$ cat src/rtl/spi_tx_8lane.sv
`default_nettype none
// ============================================================================
//  Module      : spi_tx_8lane
//  Description : 8-lane SPI transmitter; sends a 128-bit block as 16 bytes,
//                MSB byte first, with a one-entry holding buffer.
//  Revision    : 1.0 - initial release
// ============================================================================
module spi_tx_8lane #(
    parameter int CLK_DIV = 2,
    parameter int CS_GAP  = 2
) (
    input  logic         clk,
    input  logic         reset,
    input  logic [127:0] tx_data,
    input  logic         tx_valid,
    output logic         tx_ready,
    output logic [7:0]   spi_data,
    output logic         spi_clk,
    output logic         spi_cs_n,
    output logic         spi_active,
    output logic         tx_done
);

    localparam logic [2:0] S_IDLE = 3'd0;
    localparam logic [2:0] S_LOW  = 3'd1;
    localparam logic [2:0] S_HIGH = 3'd2;
    localparam logic [2:0] S_HOLD = 3'd3;
    localparam logic [2:0] S_GAP  = 3'd4;

    localparam logic [7:0] c_div_last  = 8'(CLK_DIV - 1);
    localparam logic [7:0] c_gap_last  = 8'(CS_GAP - 1);
    localparam logic [3:0] c_last_byte = 4'd15;

    logic [2:0]   r_state;
    logic [2:0]   w_state_next;
    logic [7:0]   r_phase_cnt;
    logic [3:0]   r_byte_cnt;
    logic         r_buf_full;
    logic [127:0] r_buf;
    logic [119:0] r_shift;
    logic [7:0]   r_spi_data;
    logic         r_tx_done;

    logic w_phase_end;
    logic w_accept;
    logic w_load;
    logic w_next_byte;
    logic w_frame_end;

    always_comb begin
        w_phase_end = 1'b0;
        case (r_state)
            S_LOW, S_HIGH, S_HOLD: w_phase_end = (r_phase_cnt == c_div_last);
            S_GAP:                 w_phase_end = (r_phase_cnt == c_gap_last);
            default:               w_phase_end = 1'b0;
        endcase
    end

    // The buffer is full during the transfer edge, so tx_ready is already low then.
    assign w_accept    = tx_valid && !r_buf_full;
    assign w_load      = r_buf_full &&
                         ((r_state == S_IDLE) || ((r_state == S_GAP) && w_phase_end));
    assign w_next_byte = (r_state == S_HIGH) && w_phase_end && (r_byte_cnt != c_last_byte);
    assign w_frame_end = (r_state == S_HOLD) && w_phase_end;

    always_ff @(posedge clk) begin
        if (reset) begin
            r_state <= S_IDLE;
        end else begin
            r_state <= w_state_next;
        end
    end

    always_comb begin
        w_state_next = r_state;
        case (r_state)
            S_IDLE: if (r_buf_full)  w_state_next = S_LOW;
            S_LOW:  if (w_phase_end) w_state_next = S_HIGH;
            S_HIGH: if (w_phase_end) w_state_next = (r_byte_cnt == c_last_byte) ? S_HOLD : S_LOW;
            S_HOLD: if (w_phase_end) w_state_next = S_GAP;
            S_GAP:  if (w_phase_end) w_state_next = r_buf_full ? S_LOW : S_IDLE;
            default:                 w_state_next = S_IDLE;
        endcase
    end

    always_comb begin
        spi_clk    = 1'b0;
        spi_cs_n   = 1'b1;
        spi_active = 1'b1;
        case (r_state)
            S_IDLE:        spi_active = 1'b0;
            S_LOW, S_HOLD: spi_cs_n   = 1'b0;
            S_HIGH: begin
                spi_cs_n = 1'b0;
                spi_clk  = 1'b1;
            end
            default: begin
                spi_cs_n   = 1'b1;
                spi_active = 1'b1;
            end
        endcase
    end

    always_ff @(posedge clk) begin
        if (reset || (r_state == S_IDLE) || w_phase_end) begin
            r_phase_cnt <= 8'd0;
        end else begin
            r_phase_cnt <= r_phase_cnt + 8'd1;
        end
    end

    always_ff @(posedge clk) begin
        if (reset) begin
            r_buf_full <= 1'b0;
        end else if (w_accept) begin
            r_buf_full <= 1'b1;
        end else if (w_load) begin
            r_buf_full <= 1'b0;
        end
    end

    always_ff @(posedge clk) begin
        if (w_accept) begin
            r_buf <= tx_data;
        end
    end

    // Byte 0 goes straight to the lanes on the load edge; the rest wait in r_shift.
    always_ff @(posedge clk) begin
        if (reset) begin
            r_shift    <= '0;
            r_spi_data <= 8'd0;
            r_byte_cnt <= 4'd0;
            r_tx_done  <= 1'b0;
        end else begin
            r_tx_done <= w_frame_end;
            if (w_load) begin
                r_shift    <= r_buf[119:0];
                r_spi_data <= r_buf[127:120];
                r_byte_cnt <= 4'd0;
            end else if (w_next_byte) begin
                r_shift    <= {r_shift[111:0], 8'h00};
                r_spi_data <= r_shift[119:112];
                r_byte_cnt <= r_byte_cnt + 4'd1;
            end else if (w_frame_end) begin
                r_spi_data <= 8'd0;
            end
        end
    end

    assign tx_ready = !r_buf_full;
    assign spi_data = r_spi_data;
    assign tx_done  = r_tx_done;

endmodule
`default_nettype wire
$ cat config.mk
export PLATFORM = sky130hd
export DESIGN_NAME = spi_tx_8lane
export DESIGN_NICKNAME = d
export VERILOG_FILES = /design/src/rtl/spi_tx_8lane.sv
export SDC_FILE = /design/constraint.sdc
export NUM_CORES = 1
export LEC_CHECK = 0
export ABC_CLOCK_PERIOD_IN_PS = 8900
export BUFFER_PORTS_ARGS = -buffer_cell sky130_fd_sc_hd__buf_2
export CORE_AREA = 4 4 189 191
export DETAILED_ROUTE_END_ITERATION = 10
export DIE_AREA = 0 0 193 195
export PLACE_DENSITY = 0.45
export SYNTH_ARGS = -nofsm -noshare
export SYNTH_HDL_FRONTEND = slang
export SYNTH_SLANG_ARGS = --single-unit
$ cat constraint.sdc
create_clock -name clk -period 8.9 [get_ports clk]
set_clock_uncertainty 0.15 [all_clocks]
set_input_delay 0.445 -clock clk [delete_from_list [all_inputs] [get_ports clk]]
set_output_delay 0.445 -clock clk [all_outputs]
set_load 0.02 [all_outputs]
==> metrics.log, run 1 <==
INFO  metric rsz0062_at_grt = no
INFO  metric detail_route.iter0.violations = 547
INFO  metric cts.repair_timing.setup_buffer_count = 0
INFO  metric crit_path_top_delay_cell = sky130_fd_sc_hd__buf_4
INFO  metric min_to = tx_done
INFO  metric max-cap-violations = 0
INFO  metric num_antenna_cells = 0
INFO  metric total_leakage_power = 4.61 nW
INFO  metric worst_setup_path_end_kind = flip-flop
INFO  metric clock_tree.htree_level_count = 1
INFO  metric die_area = 37,600 um^2
INFO  metric met2_track_utilization_from_global_routing = 24.1%
INFO  metric synth_warnings = 0
INFO  metric synth_nets = 972
INFO  metric regToRegSetupSlack = 5.23 ns
INFO  metric timing.final.hold_violations = 0
INFO  metric peak_vdd_ir = 0.156 mV
INFO  metric synth-seq-cells = 273
INFO  metric first_pass_grt_wire_length = 46.7 mm
INFO  metric seq_area_frac_synth = 64.9%
INFO  metric die_h = 195 um
INFO  metric drt-total-wl = 29.2 mm
INFO  metric setup-violations-final = 0
INFO  metric critical_path.reg2reg.endpoint = spi_data[5]
INFO  metric clock_transition_at_the_register_clock_pins_on_the_worst_setup_and_hold_paths_after_cts = 0.06 ns
INFO  metric dr_total_vias = 8,028
INFO  metric synth_enable_flop_cells = 128
INFO  metric post_drt_via_cell_ratio = 5.23
INFO  metric number_of_global_route_vias_before_repair = 8,212
INFO  metric hold_buffers = 129
INFO  metric cts_tree = built
INFO  metric drt_pre_antenna_iters = 5
INFO  metric powerDensity = 216 nW/um^2
INFO  metric cp_common_cell = sky130_fd_sc_hd__buf_4
INFO  metric clkSinkCount = 273
INFO  metric final-instance-count-excl-fill = 1,535
INFO  metric mappedNetlistArea = 10,400 um^2
INFO  metric global_route.peak_usage_layer = met2
INFO  metric global_route.usage.met1 = 21.8%
INFO  metric finalNetCount = 1,189
INFO  metric part_of_the_cycle_the_worst_path_needs = 41.3%
INFO  metric finalMaxSlewViolations = 0
INFO  metric mostFrequentLayoutCell = sky130_fd_sc_hd__dfxtp_1
INFO  metric most-common-layout-cells = 145 x sky130_fd_sc_hd__dfxtp_1, 142 x sky130_fd_sc_hd__buf_2, 133 x sky130_fd_sc_hd__a21oi_1, 129 x sky130_fd_sc_hd__dlygate4sd3_1, 128 x sky130_fd_sc_hd__edfxtp_1
INFO  metric chipWidth = 193 um
INFO  metric global_route.overflow_total = 0
INFO  metric synthArstFlopShare = 0%
INFO  metric core_area = 34,100 um^2
INFO  metric antenna_left = 0
INFO  metric worstSetupStartpointType = flip-flop
INFO  metric netlist_instances = 838
INFO  metric clockBufferDepth = 3
INFO  metric postSynthAreaPerCell = 12.4 um^2
INFO  metric holdPathStages = 2
INFO  metric cts_root_buffer = sky130_fd_sc_hd__clkbuf_16
INFO  metric tightest_slew = 1.01 ns
INFO  metric worst_hold_class = in2reg
INFO  metric wl_per_cell = 19.0 um
INFO  metric ys_dominant_reg_cell = sky130_fd_sc_hd__dfxtp_1
INFO  metric clock_insertion_delay_worst_skew = 0.56 ns
INFO  metric antenna_violations_before_repair = 0
INFO  metric post-place-cells = 1,348
INFO  metric pin_count = 144
INFO  metric status = finished, final reports clean
INFO  metric post-dp-hpwl = 15.7 mm
INFO  metric routabilityCongestion = 0.687
INFO  metric cp-startpoint = r_phase_cnt[0]
INFO  metric starting_density_of_the_core = 30.5%
INFO  metric groute.usage.overall = 15.1%
INFO  metric cts_repair_resize_count = 0
INFO  metric synth_cell_type_count = 38
INFO  metric cp_cell_sequence = ha_1 -> or4b_4 -> o21ai_4 -> buf_4 -> buf_4 -> a32oi_1 -> a211oi_1
INFO  metric fin_tns_setup = 0 ns
INFO  metric critPathMaxFanout = 60
INFO  metric slew_headroom = 32.6%
INFO  metric worst_r2r_startpoint = r_phase_cnt[0]
INFO  metric ff2ff_path_depth = 7
INFO  metric area.growth.synth_to_final = 31.3%
INFO  metric max_freq = 272 MHz
INFO  metric path_class = reg2reg
INFO  metric period_minus_slack = 3.67 ns
INFO  metric layout-drive-gt1-share = 19.6%
INFO  metric numCtsBuffers = 31
INFO  metric globalRouteMet3Util = 2.32%
INFO  metric grt_max_degree = 88
INFO  metric crit_required = 9.23 ns
INFO  metric hold_path_startpoint = reset
INFO  metric total_number_of_placement_rows = 68
INFO  metric placement.io_buffers = 143
INFO  metric drc_violation_count_after_routing = 0
INFO  metric crit_path_max_incr_delay = 0.65 ns
INFO  metric signal_arrival_time_at_the_worst_endpoint = 4.00 ns
## layout make-up
type	count	area [um^2]
clock buffer	47	897
inverter	4	15.0
multi-input combinational	460	3210
clock inverter	11	108
fill	3292	20500
tap	455	569
sequential	273	6750
timing repair buffer	285	2110
## routing by layer
metal	routed length, um	share of wire [%]
met1	13500	46
met5	0	0
met3	1140	3.9
met4	604	2.1
met2	13900	48
## report_power, final
| group | switching (mW) | internal, mW |
|---|---|---|
| registers | 0.0416 | 1.40 |
| clock network | 0.505 | 0.749 |
| logic | 0.133 | 0.115 |
| total | 0.679 | 2.27 |
## state kept, by name, summed over array words and instances (netlist names)
name and flops:
r_shift 120, spi_data 8, r_buf 128, r_state 3, r_buf_full 1, r_phase_cnt 8
tx_done 1, r_byte_cnt 4
## cells in the mapped netlist, drive strengths merged, types with 2 or more instances
cell type	number	area, um^2
a211oi	9	67.6
a21oi	134	671
a31oi	2	12.5
a32oi	120	1050
and3	2	12.5
buf	53	287
clkbuf	48	180
dfxtp	145	2900
edfxtp	128	3840
ha	3	37.5
inv	4	15.0
nand2	7	26.3
nand3	16	80.1
nand4	2	12.5
nor2	15	56.3
nor3b	2	20.0
o211ai	120	901
o21ai	5	28.8
or3	3	18.8
xnor2	2	17.5
xor2	5	43.8
## how the worst max path moves through the flow
stage                  end  slack [ns]  depth (start not counted)
2_1_floorplan     r_buf[0]        2.12                          1
5_1_grt        spi_data[5]        4.97                          7
3_3_place_gp   spi_data[5]        5.27                          7
3_5_place_dp   spi_data[5]        5.24                          7
4_1_cts        spi_data[5]        5.22                          7
6_report       spi_data[5]        5.23                          7
## logic make-up (layout without fill, tap and decap cells)
family,after synthesis,count (layout),share of synthesized area (%)
simple gates,56,56,2.95
fa+ha+maj,3,3,0.361
flops,273,273,64.9
buf+inv,105,347,4.63
xor+xnor,7,7,0.589
compound gates,394,394,26.6
## worst max-delay path: cells and delay by family, from the launching register on
family / cells / cell delay (ns)
fa+ha+maj: 1 / 0.18
simple gates: 1 / 0.50
flops: 1 / 0.41
compound gates: 3 / 1.05
buf+inv: 2 / 1.22
## metrics by stage
step	total power [mW]	hold WS (ns)	utilization (%)	cell area (um^2)	setup slack, ns
2_1_floorplan	1.60	0.303	-	10400	2.12
3_3_place_gp	1.68	0.316	33.3	11400	5.27
3_5_place_dp	1.68	0.329	33.3	11400	5.24
4_1_cts	3.00	0.214	40.0	13700	5.22
5_1_grt	3.08	0.229	40.0	13700	4.97
6_report	2.95	0.216	40.0	13700	5.23
Note: power is estimated with default switching activity, not from simulation.
==> inputs of run 2 (changes only) <==
ABC_CLOCK_PERIOD_IN_PS = 3500   (was 8900)
clock period = 3.5 ns   (was 8.9 ns; I/O delays follow)
==> run 2 against run 1 <==
Effect of this change:
- maximum frequency increased by 43%
- utilization increased by 0.18 points
- first-iteration DRC count increased by 1.8%
- worst hold slack got worse by 0.17 ns
- power increased to 2.5 times the previous value
- die area unchanged
- global-route usage decreased by 0.089 points
- non-clock buffer count increased by 3
- via count increased by 1.1%
- final cell count increased by 0.13%
- routed wire length increased by 0.73%
- clock power increased by 150%
==> metrics.log, run 2 (same netlist as run 1, synthesis figures left out) <==
INFO  metric status = finished, final reports clean
INFO  metric antenna_violations_before_repair = 0
INFO  metric clock_transition_at_the_register_clock_pins_on_the_worst_setup_and_hold_paths_after_cts = 0.06 ns
INFO  metric peak_vdd_ir = 0.350 mV
INFO  metric worst_hold_class = in2reg
INFO  metric rsz0062_at_grt = no
INFO  metric mostFrequentLayoutCell = sky130_fd_sc_hd__dfxtp_1
INFO  metric finalNetCount = 1,192
INFO  metric routabilityCongestion = 0.746
INFO  metric groute.usage.overall = 15.0%
INFO  metric core_area = 34,100 um^2
INFO  metric period_minus_slack = 2.57 ns
INFO  metric number_of_flip_flops_in_the_largest_register = 128
INFO  metric die_h = 195 um
INFO  metric number_of_global_route_vias_before_repair = 8,202
INFO  metric part_of_the_cycle_the_worst_path_needs = 73.4%
INFO  metric num_antenna_cells = 0
INFO  metric clock_tree.htree_level_count = 1
INFO  metric die_area = 37,600 um^2
INFO  metric pin_count = 144
INFO  metric top_register = r_buf
INFO  metric wl_per_cell = 19.2 um
INFO  metric setup-violations-final = 0
INFO  metric fin_tns_setup = 0 ns
INFO  metric layout-drive-gt1-share = 19.5%
INFO  metric clock_insertion_delay_worst_skew = 0.56 ns
INFO  metric max_freq = 389 MHz
INFO  metric antenna_left = 0
INFO  metric worst_setup_path_end_kind = flip-flop
INFO  metric detail_route.iter0.violations = 557
INFO  metric post-dp-hpwl = 15.8 mm
INFO  metric drt-total-wl = 29.4 mm
INFO  metric first_pass_grt_wire_length = 45.9 mm
INFO  metric drc_violation_count_after_routing = 0
INFO  metric drt_pre_antenna_iters = 5
INFO  metric placement.io_buffers = 143
INFO  metric critPathMaxFanout = 58
INFO  metric slew_headroom = 39.0%
INFO  metric cts_tree = built
INFO  metric worstSetupStartpointType = flip-flop
INFO  metric most-common-layout-cells = 145 x sky130_fd_sc_hd__dfxtp_1, 142 x sky130_fd_sc_hd__buf_2, 133 x sky130_fd_sc_hd__a21oi_1, 129 x sky130_fd_sc_hd__dlygate4sd3_1, 128 x sky130_fd_sc_hd__edfxtp_1
INFO  metric total_number_of_placement_rows = 68
INFO  metric cts_root_buffer = sky130_fd_sc_hd__clkbuf_16
INFO  metric post_drt_via_cell_ratio = 5.28
INFO  metric power.total = 7.41 mW
INFO  metric largestRegisters = r_buf (128), r_shift (120)
INFO  metric total_leakage_power = 4.63 nW
INFO  metric global_route.overflow_total = 0
INFO  metric clockBufferDepth = 3
INFO  metric signal_arrival_time_at_the_worst_endpoint = 2.88 ns
INFO  metric timing.final.hold_violations = 0
INFO  metric dr_total_vias = 8,120
INFO  metric max-cap-violations = 0
INFO  metric crit_required = 3.81 ns
INFO  metric finalMaxSlewViolations = 0
INFO  metric grt_max_degree = 83
INFO  metric clkSinkCount = 273
INFO  metric tightest_slew = 0.915 ns
INFO  metric chipWidth = 193 um
INFO  metric cts.repair_timing.setup_buffer_count = 0
INFO  metric starting_density_of_the_core = 30.5%
INFO  metric numCtsBuffers = 31
INFO  metric path_class = reg2reg
INFO  metric area.growth.synth_to_final = 31.8%
INFO  metric finalHoldWorstSlack = 0.0492 ns
INFO  metric powerDensity = 540 nW/um^2
run 2: timing repair:
action                    4_1_cts  5_1_grt
hold buffers                  129        0
gates resized for setup         0        0
hold endpoints to repair      129        0
run 2: path summary, 6_finish.rpt:
check	cells past startpoint	slack, ns	start	to
setup reg to reg	6	0.93	r_phase_cnt[0]	spi_data[5]
setup / recovery	6	0.93	r_phase_cnt[0]	spi_data[5]
hold reg to reg	2	0.33	r_byte_cnt[1]	r_byte_cnt[1]
hold / removal	2	0.05	reset	tx_done
run 2: power breakdown:
| group | internal, mW | total, mW | leakage (nW) | switching (mW) |
|---|---|---|---|---|
| Sequential | 3.57 | 3.68 | 2.41 | 0.107 |
| Clock | 1.83 | 3.09 | 0.476 | 1.27 |
| Combinational | 0.297 | 0.637 | 1.74 | 0.339 |
| Total | 5.70 | 7.41 | 4.63 | 1.71 |
run 2: cell type report:
cell class              instances  area (um^2)
multi-input cells             460         3210
fillers                      3262        20400
repair buffers                288         2200
clock buffers                  42          847
inverters                       4         15.0
flip-flops and latches        273         6750
clock inverters                15          120
well taps                     455          569
run 2: critical path: stages, from the launching register on:
cell and delay (ns):
sky130_fd_sc_hd__dfxtp_1 0.41, sky130_fd_sc_hd__ha_1 0.18, sky130_fd_sc_hd__or4b_4 0.50, sky130_fd_sc_hd__o21ai_4 0.20, sky130_fd_sc_hd__buf_4 0.56, sky130_fd_sc_hd__a32oi_1 0.21
sky130_fd_sc_hd__a211oi_1 0.25
run 2: per-layer routing:
layer | global-route usage, % | up-vias | wire, um
met5 | 0 | - | 0
met4 | 3.28 | 0 | 556
met3 | 2.50 | 46 | 1120
met2 | 25.3 | 176 | 14400
met1 | 20.4 | 4052 | 13400
li1 | - | 3846 | -
run 2: metrics by stage:
step                utilization [%]  cell area (um^2)  setup slack [ns]  instances
floorplan                         -             10400             0.676        838
global placement               33.6             11500             0.995       1351
detailed placement             33.6             11500             0.959       1351
CTS                            40.2             13700             0.940       1537
global route                   40.2             13700             0.771       1537
finish                         40.2             13700             0.932       1537
==> inputs of run 3 (changes only) <==
ABC_AREA = 1   (was not set)
ABC_CLOCK_PERIOD_IN_PS = 2350   (was 3500)
CORE_AREA = 4 4 194 196   (was 4 4 189 191)
DIE_AREA = 0 0 198 200   (was 0 0 193 195)
PLACE_DENSITY = 0.47   (was 0.45)
clock period = 2.35 ns   (was 3.5 ns; I/O delays follow)
==> run 3 against run 2 <==
Effect of this change:
- die area grew 5.2%
- worst hold slack improved by 0.12 ns
- largest cell class unchanged
- non-clock buffer count rose by 9
- final cell count is 31% higher
- clock power is 62% higher
- sequential share of layout area decreased by 3.4 points
- combinational power increased to 5.1 times the previous value
- utilization up 0.61 points
- worst setup slack worse by 0.73 ns
- first-iteration DRC count shrank 6.8%
- synthesized cell count up 50%
- power grew 92%
==> metrics.log, run 3 <==
INFO  metric clkSinkCount = 273
INFO  metric die_h = 200 um
INFO  metric worst_hold_class = in2reg
INFO  metric synth_top_cells_by_count = 274 x sky130_fd_sc_hd__nor2_1, 165 x sky130_fd_sc_hd__inv_1, 153 x sky130_fd_sc_hd__nand3_1, 145 x sky130_fd_sc_hd__dfxtp_1, 144 x sky130_fd_sc_hd__nand2_1
INFO  metric yosys.area.top_type_share = 34.8%
INFO  metric met3WireLength = 1.23 mm
INFO  metric dpl_cell_area = 12,300 um^2
INFO  metric final-seq-area = 6750 um^2
INFO  metric synthTopCellsByArea = sky130_fd_sc_hd__edfxtp_1 35%, sky130_fd_sc_hd__dfxtp_1 26%, sky130_fd_sc_hd__nor2_1 9.3%
INFO  metric critPathMaxFanout = 27
INFO  metric cp-startpoint = r_phase_cnt[1]
INFO  metric regToRegSetupSlack = 0.21 ns
INFO  metric drc_violation_count_after_routing = 0
INFO  metric powerDensity = 967 nW/um^2
INFO  metric top_register = r_buf
INFO  metric ys_dominant_reg_cell = sky130_fd_sc_hd__dfxtp_1
INFO  metric global_route.overflow_total = 0
INFO  metric number_of_global_route_vias_before_repair = 8,861
INFO  metric synthArstFlopShare = 0%
INFO  metric most-common-layout-cells = 273 x sky130_fd_sc_hd__nor2_1, 164 x sky130_fd_sc_hd__inv_1, 153 x sky130_fd_sc_hd__nand3_1, 144 x sky130_fd_sc_hd__dfxtp_1
INFO  metric synth_warnings = 0
INFO  metric worst_setup_path_end_kind = flip-flop
INFO  metric netSwitchingPower = 4.37 mW
INFO  metric ff2ff_path_depth = 12
INFO  metric synth_cell_type_count = 29
INFO  metric cp_num_cells = 12
INFO  metric finalMaxSlewViolations = 0
INFO  metric critical_path.reg2reg.endpoint = spi_data[1]
INFO  metric cts_repair_resize_count = 0
INFO  metric crit_path_top_delay_cell = sky130_fd_sc_hd__dfxtp_1
INFO  metric power.switching_fraction = 30.7%
INFO  metric cp_cell_sequence = inv_1 -> ha_1 -> nand2_1 -> nor2_1 -> nand2_1 -> nand2_4 -> nand2_2 -> buf_4 -> nand3_2 -> nand2_1 -> nor2_1 -> nor2_1
INFO  metric combPwrFrac = 22.8%
INFO  metric intPower = 9.86 mW
INFO  metric post-synth-top-count-cell = sky130_fd_sc_hd__nor2_1
INFO  metric finalNetCount = 1,648
INFO  metric timing.final.hold_violations = 0
INFO  metric power.clock.fraction = 35.2%
INFO  metric layout-drive-gt1-share = 15.5%
INFO  metric worstSetupStartpointType = flip-flop
INFO  metric period_minus_slack = 2.14 ns
INFO  metric post-dp-hpwl = 18.0 mm
INFO  metric hold_buffers = 130
INFO  metric antenna_left = 0
INFO  metric cts.repair_timing.setup_buffer_count = 0
INFO  metric clock_insertion_delay_worst_skew = 0.50 ns
INFO  metric placement.io_buffers = 143
INFO  metric fillerInstances = 3,664
INFO  metric power.total = 14.2 mW
INFO  metric antenna_violations_before_repair = 0
INFO  metric number_of_flip_flops_in_the_largest_register = 128
INFO  metric area.growth.synth_to_final = 33.2%
INFO  metric sequentialPowerShare = 42.0%
INFO  metric clock_tree.htree_level_count = 2
INFO  metric clock_transition_at_the_register_clock_pins_on_the_worst_setup_and_hold_paths_after_cts = 0.06 ns
INFO  metric cts_tree = built
INFO  metric clockBufferDepth = 3
INFO  metric crit_path_max_incr_delay = 0.35 ns
INFO  metric post_drt_via_cell_ratio = 4.45
INFO  metric numCtsBuffers = 34
INFO  metric multi_input_comb_area = 3350 um^2
INFO  metric chipWidth = 198 um
INFO  metric drt_pre_antenna_iters = 4
INFO  metric worst_r2r_startpoint = r_phase_cnt[1]
INFO  metric dr_total_vias = 8,934
INFO  metric pin_count = 144
INFO  metric rsz0062_at_grt = no
INFO  metric status = finished, final reports clean
INFO  metric cp_buf_inv_count = 2
INFO  metric synth-seq-cells = 273
INFO  metric total_number_of_placement_rows = 70
INFO  metric worst_setup_path_endpoint = spi_data[1]
INFO  metric signal_arrival_time_at_the_worst_endpoint = 2.42 ns
INFO  metric largestRegisters = r_buf (128), r_shift (120)
INFO  metric seq_area_frac_synth = 61.0%
INFO  metric drt-total-wl = 29.4 mm
INFO  metric groute.usage.overall = 14.7%
INFO  metric cts_root_buffer = sky130_fd_sc_hd__clkbuf_16
INFO  metric tightest_slew = 0.566 ns
INFO  metric grt_max_degree = 86
INFO  metric path_class = reg2reg
INFO  metric mappedNetlistArea = 11,100 um^2
INFO  metric crit_required = 2.63 ns
INFO  metric max-cap-violations = 0
INFO  metric yosysTopAreaCell = sky130_fd_sc_hd__edfxtp_1
INFO  metric starting_density_of_the_core = 30.6%
INFO  metric wire_length_the_detailed_router_placed_on_met1 = 13.8 mm
INFO  metric peak_vdd_ir = 0.647 mV
INFO  metric netlist_instances = 1,255
INFO  metric layout.cell_area.non_filler = 14,700 um^2
INFO  metric wl_per_cell = 14.7 um
INFO  metric total_met2_wirelength_after_detailed_routing = 13.7 mm
INFO  metric detail_route.iter0.violations = 519
INFO  metric part_of_the_cycle_the_worst_path_needs = 91.2%
INFO  metric core_area = 36,100 um^2
INFO  metric die_area = 39,600 um^2
INFO  metric synth_enable_flop_cells = 128
INFO  metric synth_nets = 1,389
INFO  metric max_freq = 467 MHz
INFO  metric mostFrequentLayoutCell = sky130_fd_sc_hd__nor2_1
INFO  metric cpLargestDelayFamily = simple AND/OR/NAND/NOR gates
INFO  metric postSynthAreaPerCell = 8.81 um^2
INFO  metric highest_layer = met4
INFO  metric setup-violations-final = 0
INFO  metric slew_headroom = 61.9%
INFO  metric routabilityCongestion = 0.801
INFO  metric first_pass_grt_wire_length = 47.0 mm
INFO  metric num_antenna_cells = 0
INFO  metric total_leakage_power = 5.95 nW
-- run 3: cell count changes in the layout (fill, tap and decap cells not counted), sizes merged, moves of 4 or more --
| cell | delta |
|---|---|
| o21ai | +73 |
| o211ai | -120 |
| buf | +8 |
| nor3 | +5 |
| a32oi | -120 |
| nor2 | +262 |
| a211oi | -9 |
| nand3 | +140 |
| nand2 | +141 |
| inv | +167 |
| a21oi | -119 |
| nand4 | +43 |
| clkbuf | +4 |
-- run 3: power by group through the flow --
stage,Combinational [mW],Sequential (mW),Clock [mW]
3_3_place_gp,3.14,6.07,0
2_1_floorplan,2.12,6.05,0
3_5_place_dp,3.14,6.08,0
5_1_grt,3.71,6.05,5.40
6_report,3.25,5.98,5.01
4_1_cts,3.33,5.98,5.19
-- run 3: cell type report --
cell class / instances / area share [%]
Sequential cell: 273 / 45.8
Multi-Input combinational cell: 737 / 22.7
Timing Repair Buffer: 297 / 15.8
Clock buffer: 46 / 6.43
Inverter: 171 / 4.36
Tap cell: 468 / 3.98
Clock inverter: 15 / 0.875
-- run 3: cells by family (layout without fill, tap and decap cells) --
logic type / count (synthesis) / count (layout) / synth area share [%]
AO/OA/AOI/OAI: 95 / 95 / 4.37
flip-flops: 273 / 273 / 61.0
AND/OR/NAND/NOR: 636 / 636 / 25.0
adder cells (fa/ha/maj): 3 / 3 / 0.340
XOR/XNOR: 3 / 3 / 0.238
buffers and inverters: 245 / 529 / 9.00
-- run 3: worst min path at each step --
stage	startpoint	to	slack, ns	depth (start not counted)
final	tx_data[49]	r_buf[49]	0.17	2
after detailed placement	tx_data[53]	r_buf[53]	0.15	1
after global placement	tx_data[41]	r_buf[41]	0.14	1
after global routing	tx_data[49]	r_buf[49]	0.16	2
after CTS	tx_data[37]	r_buf[37]	0.15	2
after floorplan	tx_data[0]	r_buf[0]	0.07	0
-- run 3: layer usage --
metal,GRT usage [%],vias to the layer above
li1,-,4577
met2,24.3,184
met3,2.25,50
met4,4.59,0
met5,0,-
met1,20.1,4123
-- run 3: worst register-to-register path: stages (launching register included) --
cell                      delay (ns)
sky130_fd_sc_hd__dfxtp_1        0.35
sky130_fd_sc_hd__inv_1          0.05
sky130_fd_sc_hd__ha_1           0.20
sky130_fd_sc_hd__nand2_1        0.07
sky130_fd_sc_hd__nor2_1         0.04
sky130_fd_sc_hd__nand2_1        0.18
sky130_fd_sc_hd__nand2_4        0.10
sky130_fd_sc_hd__nand2_2        0.11
sky130_fd_sc_hd__buf_4          0.35
sky130_fd_sc_hd__nand3_2        0.24
sky130_fd_sc_hd__nand2_1        0.14
sky130_fd_sc_hd__nor2_1         0.05
sky130_fd_sc_hd__nor2_1         0.07
-- run 3: per-stage QoR --
step	cells	setup TNS [ns]	hold slack [ns]	worst slack, ns	util [%]
2_1_floorplan	1255	-53.38	0.0664	-0.417	-
3_3_place_gp	1816	0	0.145	0.242	34.2
3_5_place_dp	1816	0	0.146	0.239	34.2
4_1_cts	2007	0	0.145	0.214	40.8
5_1_grt	2007	0	0.162	0.00768	40.8
6_report	2007	0	0.169	0.207	40.8
